### src/rtl/pc_pkg.sv
// Shared definitions for the program sequencer: command encoding and strobe priority.
// Used by program_sequencer; the stack feature is selected there via PC_STACK_EN.
package pc_pkg;

    typedef enum logic [2:0] {
        CMD_HOLD   = 3'd0,
        CMD_UP     = 3'd1,
        CMD_BRANCH = 3'd2,
        CMD_RET    = 3'd3,
        CMD_CALL   = 3'd4,
        CMD_JUMP   = 3'd5
    } cmd_e;

    // Strobes may overlap; the highest-priority one wins and the rest are dropped.
    function automatic cmd_e pick_cmd(input logic up, input logic jump, input logic branch,
                                      input logic call, input logic ret);
        cmd_e cmd;
        if (jump)        cmd = CMD_JUMP;
        else if (call)   cmd = CMD_CALL;
        else if (ret)    cmd = CMD_RET;
        else if (branch) cmd = CMD_BRANCH;
        else if (up)     cmd = CMD_UP;
        else             cmd = CMD_HOLD;
        return cmd;
    endfunction

endpackage

### src/rtl/return_stack.sv
// LIFO of return addresses. Push and pop are mutually exclusive (the caller arbitrates);
// a push when full or a pop when empty is ignored here and flagged by the caller.
module return_stack #(
    parameter int WIDTH = 5,
    parameter int DEPTH = 4
) (
    input  logic             clk,
    input  logic             rst_n,
    input  logic             push_i,
    input  logic             pop_i,
    input  logic [WIDTH-1:0] data_i,
    output logic [WIDTH-1:0] top_o,
    output logic             full_o,
    output logic             empty_o
);

    localparam int PTR_W = $clog2(DEPTH + 1);
    localparam int IDX_W = $clog2(DEPTH);
    localparam logic [PTR_W-1:0] FULL_PTR = PTR_W'(DEPTH);

    logic [WIDTH-1:0] mem_q [DEPTH];
    logic [PTR_W-1:0] ptr_q, ptr_d;
    logic [PTR_W-1:0] top_ptr;

    assign full_o  = (ptr_q == FULL_PTR);
    assign empty_o = (ptr_q == '0);
    // ptr_q counts entries, so the top lives one slot below it.
    assign top_ptr = ptr_q - PTR_W'(1);
    assign top_o   = mem_q[top_ptr[IDX_W-1:0]];

    always_comb begin
        ptr_d = ptr_q;
        if (push_i && !full_o)      ptr_d = ptr_q + PTR_W'(1);
        else if (pop_i && !empty_o) ptr_d = ptr_q - PTR_W'(1);
    end

    always_ff @(posedge clk) begin
        if (!rst_n) ptr_q <= '0;
        else        ptr_q <= ptr_d;
    end

    always_ff @(posedge clk) begin
        if (push_i && !full_o) mem_q[ptr_q[IDX_W-1:0]] <= data_i;
    end

endmodule

### src/rtl/program_sequencer.sv
// Instruction address generator: increment, jump, relative branch and optional call/return.
// Define PC_STACK_EN to build the return-address stack; otherwise call acts as jump and ret holds.
module program_sequencer
    import pc_pkg::*;
#(
    parameter int ADDR_WIDTH  = 5,
    parameter int STACK_DEPTH = 4,
    parameter int RESET_ADDR  = 0
) (
    input  logic                  clock,
    input  logic                  clear_n,
    input  logic                  up,
    input  logic                  jump,
    input  logic                  branch,
    input  logic                  call,
    input  logic                  ret,
    input  logic [ADDR_WIDTH-1:0] target,
    input  logic [ADDR_WIDTH-1:0] offset,
    output logic [ADDR_WIDTH-1:0] address,
    output logic                  stack_full,
    output logic                  stack_empty,
    output logic                  fault
);

    cmd_e                  cmd;
    logic [ADDR_WIDTH-1:0] addr_q, addr_d;

    assign cmd     = pick_cmd(up, jump, branch, call, ret);
    assign address = addr_q;

`ifdef PC_STACK_EN
    logic                  fault_q, fault_d;
    logic                  push, pop;
    logic [ADDR_WIDTH-1:0] st_top;
    logic                  st_full, st_empty;

    return_stack #(
        .WIDTH (ADDR_WIDTH),
        .DEPTH (STACK_DEPTH)
    ) u_stack (
        .clk     (clock),
        .rst_n   (clear_n),
        .push_i  (push),
        .pop_i   (pop),
        .data_i  (addr_q + ADDR_WIDTH'(1)),
        .top_o   (st_top),
        .full_o  (st_full),
        .empty_o (st_empty)
    );

    assign stack_full  = st_full;
    assign stack_empty = st_empty;
    assign fault       = fault_q;

    // Same-width add gives the sign-extended, wrap-around branch for free.
    always_comb begin
        addr_d  = addr_q;
        fault_d = fault_q;
        push    = 1'b0;
        pop     = 1'b0;
        case (cmd)
            CMD_JUMP:   addr_d = target;
            CMD_CALL: begin
                if (!st_full) begin
                    push   = 1'b1;
                    addr_d = target;
                end else begin
                    fault_d = 1'b1;
                end
            end
            CMD_RET: begin
                if (!st_empty) begin
                    pop    = 1'b1;
                    addr_d = st_top;
                end else begin
                    fault_d = 1'b1;
                end
            end
            CMD_BRANCH: addr_d = addr_q + offset;
            CMD_UP:     addr_d = addr_q + ADDR_WIDTH'(1);
            default:    addr_d = addr_q;
        endcase
    end

    always_ff @(posedge clock) begin
        if (!clear_n) begin
            addr_q  <= ADDR_WIDTH'(RESET_ADDR);
            fault_q <= 1'b0;
        end else begin
            addr_q  <= addr_d;
            fault_q <= fault_d;
        end
    end
`else
    assign stack_full  = 1'b0;
    assign stack_empty = 1'b1;
    assign fault       = 1'b0;

    always_comb begin
        addr_d = addr_q;
        case (cmd)
            CMD_JUMP, CMD_CALL: addr_d = target;
            CMD_BRANCH:         addr_d = addr_q + offset;
            CMD_UP:             addr_d = addr_q + ADDR_WIDTH'(1);
            default:            addr_d = addr_q;
        endcase
    end

    always_ff @(posedge clock) begin
        if (!clear_n) addr_q <= ADDR_WIDTH'(RESET_ADDR);
        else          addr_q <= addr_d;
    end
`endif

endmodule

### config.mk
export PLATFORM = sky130hd
export DESIGN_NAME = program_sequencer
export DESIGN_NICKNAME = d
export VERILOG_FILES = /design/src/rtl/pc_pkg.sv /design/src/rtl/return_stack.sv /design/src/rtl/program_sequencer.sv
export SDC_FILE = /design/constraint.sdc
export NUM_CORES = 1
export LEC_CHECK = 0
export CAP_MARGIN = 25
export CORE_AREA = 2 2 39 41
export CTS_CLUSTER_SIZE = 14
export DETAILED_ROUTE_END_ITERATION = 8
export DIE_AREA = 0 0 41 43
export PLACE_DENSITY = 0.71
export SETUP_SLACK_MARGIN = 0.5
export SYNTH_ARGS = -nofsm -noshare
export SYNTH_HDL_FRONTEND = slang
export SYNTH_SLANG_ARGS = --single-unit
export TNS_END_PERCENT = 100
### constraint.sdc
create_clock -name clock -period 4.25 [get_ports clock]
set_clock_uncertainty 0.15 [all_clocks]
set_input_delay 1.0625 -clock clock [delete_from_list [all_inputs] [get_ports clock]]
set_output_delay 1.0625 -clock clock [all_outputs]
set_load 0.02 [all_outputs]
=== After elaboration in Yosys (flattened, before gate mapping) ===
Index checks and enable logic that the tools add are counted.

* Register bits after elaboration: 5
* Input port bits: 17
* Output and inout port bits: 8
* Word-level logic and storage cells: 15

* $add $sub $neg: 2
* Equality and inequality tests: 4
* Mux-type cells: 6
* Reductions and logical operators: 2

{| class="wikitable"
|+ Operators by type and width
! kind !! count
|-
| 5-bit one-hot mux with 3 select lines || 1
|-
| 3-bit == test, second input constant || 2
|-
| 3-bit two-way mux || 2
|-
| 5-bit by 1-bit adder with 5-bit output, second input constant || 1
|-
| 5-bit adder || 1
|-
| 2-bit two-way mux || 2
|-
| 3-bit by 1-bit == test with 1-bit output, second input constant || 1
|-
| 3-bit by 2-bit == test with 1-bit output, second input constant || 1
|-
| 3-bit nonzero test || 1
|-
| 2-bit OR reduction || 1
|-
| 1-bit two-way mux || 1
|}

=== Logic depth before layout (Yosys ltp) ===
* Word-level depth: 8
* Gate-level depth with buffers: 11
* Mapped depth without buffers: 11

=== Worst setup path after synthesis ===
OpenSTA, ideal clock, no wires.

* Path type: input-to-reg
* From: input port ret
* To: register addr_q[4] (netlist: address[4])
* Setup time: 74 ps
* Data arrival time: 2987 ps
* Required time: 4026 ps
* Setup slack: 1038 ps
* Stages on the path: 11
* Buffers on the path: 0
* Cell sequence: nor4_2 nand2_1 or2b_1 ha_1 inv_1 fa_1 nor2b_1 o21a_1 o211ai_1 a311o_1 a31oi_1

* Longest elaborated chain between the ends: 6
* Elaborated cells between the ends (all ways): 10
* Classes of those cells: eq/ne: 4; mux: 4; reduce/logical: 2

{| class="wikitable"
|+ Ends and longest elaborated chain
! item !! RTL line !! text
|-
| from (decl) || program_sequencer.sv:16 || <nowiki>input logic ret,</nowiki>
|-
| 2-bit two-way mux (*) || pc_pkg.sv:20 || <nowiki>else if (ret) cmd = CMD_RET;</nowiki>
|-
| 3-bit two-way mux (*) || pc_pkg.sv:19 || <nowiki>else if (call) cmd = CMD_CALL;</nowiki>
|-
| 3-bit two-way mux (*) || pc_pkg.sv:18 || <nowiki>if (jump) cmd = CMD_JUMP;</nowiki>
|-
| 3-bit == test || program_sequencer.sv:101 || <nowiki>case (cmd)</nowiki>
|-
| 2-bit OR reduction || program_sequencer.sv:101 ||
|-
| 5-bit one-hot mux with 3 select lines / 3-bit nonzero test (equally long branches) || -- ||
|-
| to (signal assigned) || program_sequencer.sv:110 || <nowiki>if (!clear_n) addr_q <= ADDR_WIDTH'(RESET_ADDR);</nowiki>
|-
| to (signal assigned) || program_sequencer.sv:111 || <nowiki>else addr_q <= addr_d;</nowiki>
|-
| to (decl) || program_sequencer.sv:26 || <nowiki>logic [ADDR_WIDTH-1:0] addr_q, addr_d;</nowiki>
|}

Every way passes the cells marked *; elsewhere a longest branch is shown, timed or not.
A chain may end at the register's enable or synchronous reset.

=== Worst setup path in the final report ===
* From: input port call
* To: register addr_q[4] (netlist: address[4])

* Longest elaborated chain between the ends: 5
* Elaborated cells between the ends (all ways): 9
* Classes of those cells: eq/ne: 4; mux: 3; reduce/logical: 2

{| class="wikitable"
|+ Ends and longest elaborated chain
! item !! RTL line !! text
|-
| from (decl) || program_sequencer.sv:15 || <nowiki>input logic call,</nowiki>
|-
| 3-bit two-way mux (*) || pc_pkg.sv:19 ||
|-
| 3-bit two-way mux (*) || pc_pkg.sv:18 ||
|-
| 3-bit == test || program_sequencer.sv:101 ||
|-
| 2-bit OR reduction || program_sequencer.sv:101 ||
|-
| 5-bit one-hot mux with 3 select lines / 3-bit nonzero test (equally long branches) || -- ||
|}

Marks and branches as above.

==> out/metrics.yaml <==
outcome: "finished, final reports clean"
path_clk_slew_ps: 40
postCtsHoldBufs: 0
path_class: "in2reg"
crit_family: "compound AO/OA/AOI/OAI gates"
ant_nets: 0
ys_warn_count: 0
largest_register_ffs: 5
die_h_um: 43
numCtsBuffers: 3
core_area_um2: 1380
crit_cells: 11
cts-htree-levels: 1
clock_path_buffers: 2
clkLatencyLatePin_ps: 240
synth_area_per_cell_um2: 7.70
synth_edf_count: 0
hold_class: "reg2reg"
seq_area_frac_synth: 0.224
fin_crit_sh: 0.855
crit_chain: "clkdlybuf4s50_1 -> nor4_2 -> nand2_2 -> buf_4 -> and2_2 -> ha_1 -> nor2b_1 -> o21a_1 -> a211o_1 -> a311o_1 -> a31oi_1"
power.total_mw: 0.167
gr-total-overflow: 0
ff2ff_setup_slack_ps: 2170
final_nets: 104
ys_types: 25
path_buf_inv: 2
async_flop_share: 0
grt_pass1_vias: 434
hold_viol_final: 0
critPathLaunchType: "input port"
crit_path_end_kind: "flop"
drt_iter0_drc: 5
timing.rr.end: "address[4]$_SDFFE_PN0P_"
rows: 14
final_area_um2: 691
synth-seq-cells: 5
num_vias: 461
antennaDiodeCount: 0
area_growth_pct: 54.6
synth_ff_type: "dfxtp_1"
floorplan.initialDensity: 0.323
placed_area_um2: 654
period_needed_ps: 3630
antenna_found_initial: 0
grtUsageTotal: 0.140
avgRoutedWirePerCell_um: 10.4
drive_gt1_frac: 0.123
cpPeakStageDelay_ps: 430
drt_first_pass_iters: 2
crit_path_end: "address[4]$_SDFFE_PN0P_"
crit_path_top_delay_cell: "clkdlybuf4s50_1"
place.gp.congestion: 0.680
rsz0062_at_grt: "false"
synthCells: 58
grt_pass1_wl_mm: 1.66
tns_ps: 0
root_buffer: "clkbuf_4"
cp_data_arrival_time_ps: 3650
p_leak_nw: 0.288
ir_worst_vdd_mv: 0.129
syn-cell-area_um2: 447
tritoncts: "yes"
cap_violations: 0
die_area_um2: 1760
vias_per_cell: 4.75
dpl.hpwl_um: 836
io_buffers: 21
r2r_cells: 8
cellPowerDensity_nw_per_um2: 241
crit_start: "call"
grt_max_degree: 10
io_pins: 25
slew_violations: 0
rr_startpoint: "address[0]$_SDFFE_PN0P_"
worst-path-max-fanout: 4
drcViolationCount: 0
die_w_um: 41
hp-start: "address[0]$_SDFFE_PN0P_"
drt_wl_total_mm: 1.01
setup_viol: 0
crit_required_ps: 4270
cts_sinks: 5
max_freq_ghz: 0.275
-- cell usage in the layout, fill, tap and decap left out --
cell type         n
a22oi_1           3
ha_1              4
clkdlybuf4s50_1  21
conb_1            3
a21o_1            1
clkbuf_1          1
clkbuf_4          3
inv_1             5
a211o_1           1
or2_2             2
nor3_1            1
xnor2_1           2
buf_4             1
or2b_1            1
nor2b_1           1
a31oi_1           1
nand2_2           1
nor2_1            4
and2_2            2
a311o_1           1
a21oi_1           6
dfxtp_1           5
o211ai_1          1
nand4_1           1
nand2_1           6
fa_1              1
nor4_2            1
o21a_1            1
-- how the worst min path moves through the flow --
stage | slack, ps | endpoint | cells after the start
floorplan | 400 | address[0]$_SDFFE_PN0P_ | 2
global placement | 330 | address[0]$_SDFFE_PN0P_ | 2
detailed placement | 320 | address[0]$_SDFFE_PN0P_ | 2
CTS | 330 | address[0]$_SDFFE_PN0P_ | 2
global route | 350 | address[0]$_SDFFE_PN0P_ | 2
finish | 320 | address[0]$_SDFFE_PN0P_ | 2
-- per-stage QoR --
step           setup WS, ps   util  hold slack, ps  std cells
6_report                617  0.499             325         97
5_1_grt                 522  0.499             345         97
4_1_cts                 605  0.492             329         96
3_5_place_dp            372  0.473             323         92
3_3_place_gp            378  0.473             326         92
2_1_floorplan          1040      -             398         59
-- per-layer routing --
metal	wire, um	GRT usage
met1	399	0.155
met2	525	0.216
met3	88	0.0995
met4	0	0.0200
met5	0	0
-- cell usage after synthesis (all sizes together) (2+ instances only) --
cell type | n | area [um^2]
nand2 | 7 | 26.3
a21oi | 6 | 30.0
dfxtp | 5 | 100
inv | 5 | 18.8
ha | 4 | 50.1
nor2 | 4 | 15.0
a22oi | 3 | 22.5
buf | 3 | 22.5
and2 | 2 | 15.0
conb | 2 | 7.51
or2 | 2 | 12.5
xnor2 | 2 | 17.5
-- power by group --
part	total [mW]	internal (mW)	switching, mW
registers	0.0533	0.0505	0.00278
clock network	0.0553	0.0355	0.0198
logic	0.0580	0.0325	0.0255
total	0.167	0.119	0.0481
-- layout make-up --
type                       count  area [um^2]
clock buffer                   4         26.3
fill                         151          693
inverter                       5         18.8
multi-input combinational     45          308
sequential                     5          100
tap                           16         20.0
timing repair buffer          22          218
-- worst min-delay path, cell delays in order, from the launching register on --
cell and delay (ps):
dfxtp_1 320, nand2_1 60, a21oi_1 50
-- cell families after synthesis --
logic type	after synthesis	share of synthesized area
other	2	0.0168
buffers and inverters	9	0.101
flip-flops	5	0.224
AO/OA/AOI/OAI	15	0.224
adder cells (fa/ha/maj)	5	0.157
XOR/XNOR	2	0.0392
AND/OR/NAND/NOR	20	0.238
-- timing repair --
item / 4_1_cts / 5_1_grt
setup endpoints to repair: 0 / 1
resized for setup: 0 / 1
buffers inserted: 0 / 1
No activity file was read; power rests on OpenSTA's default activity.
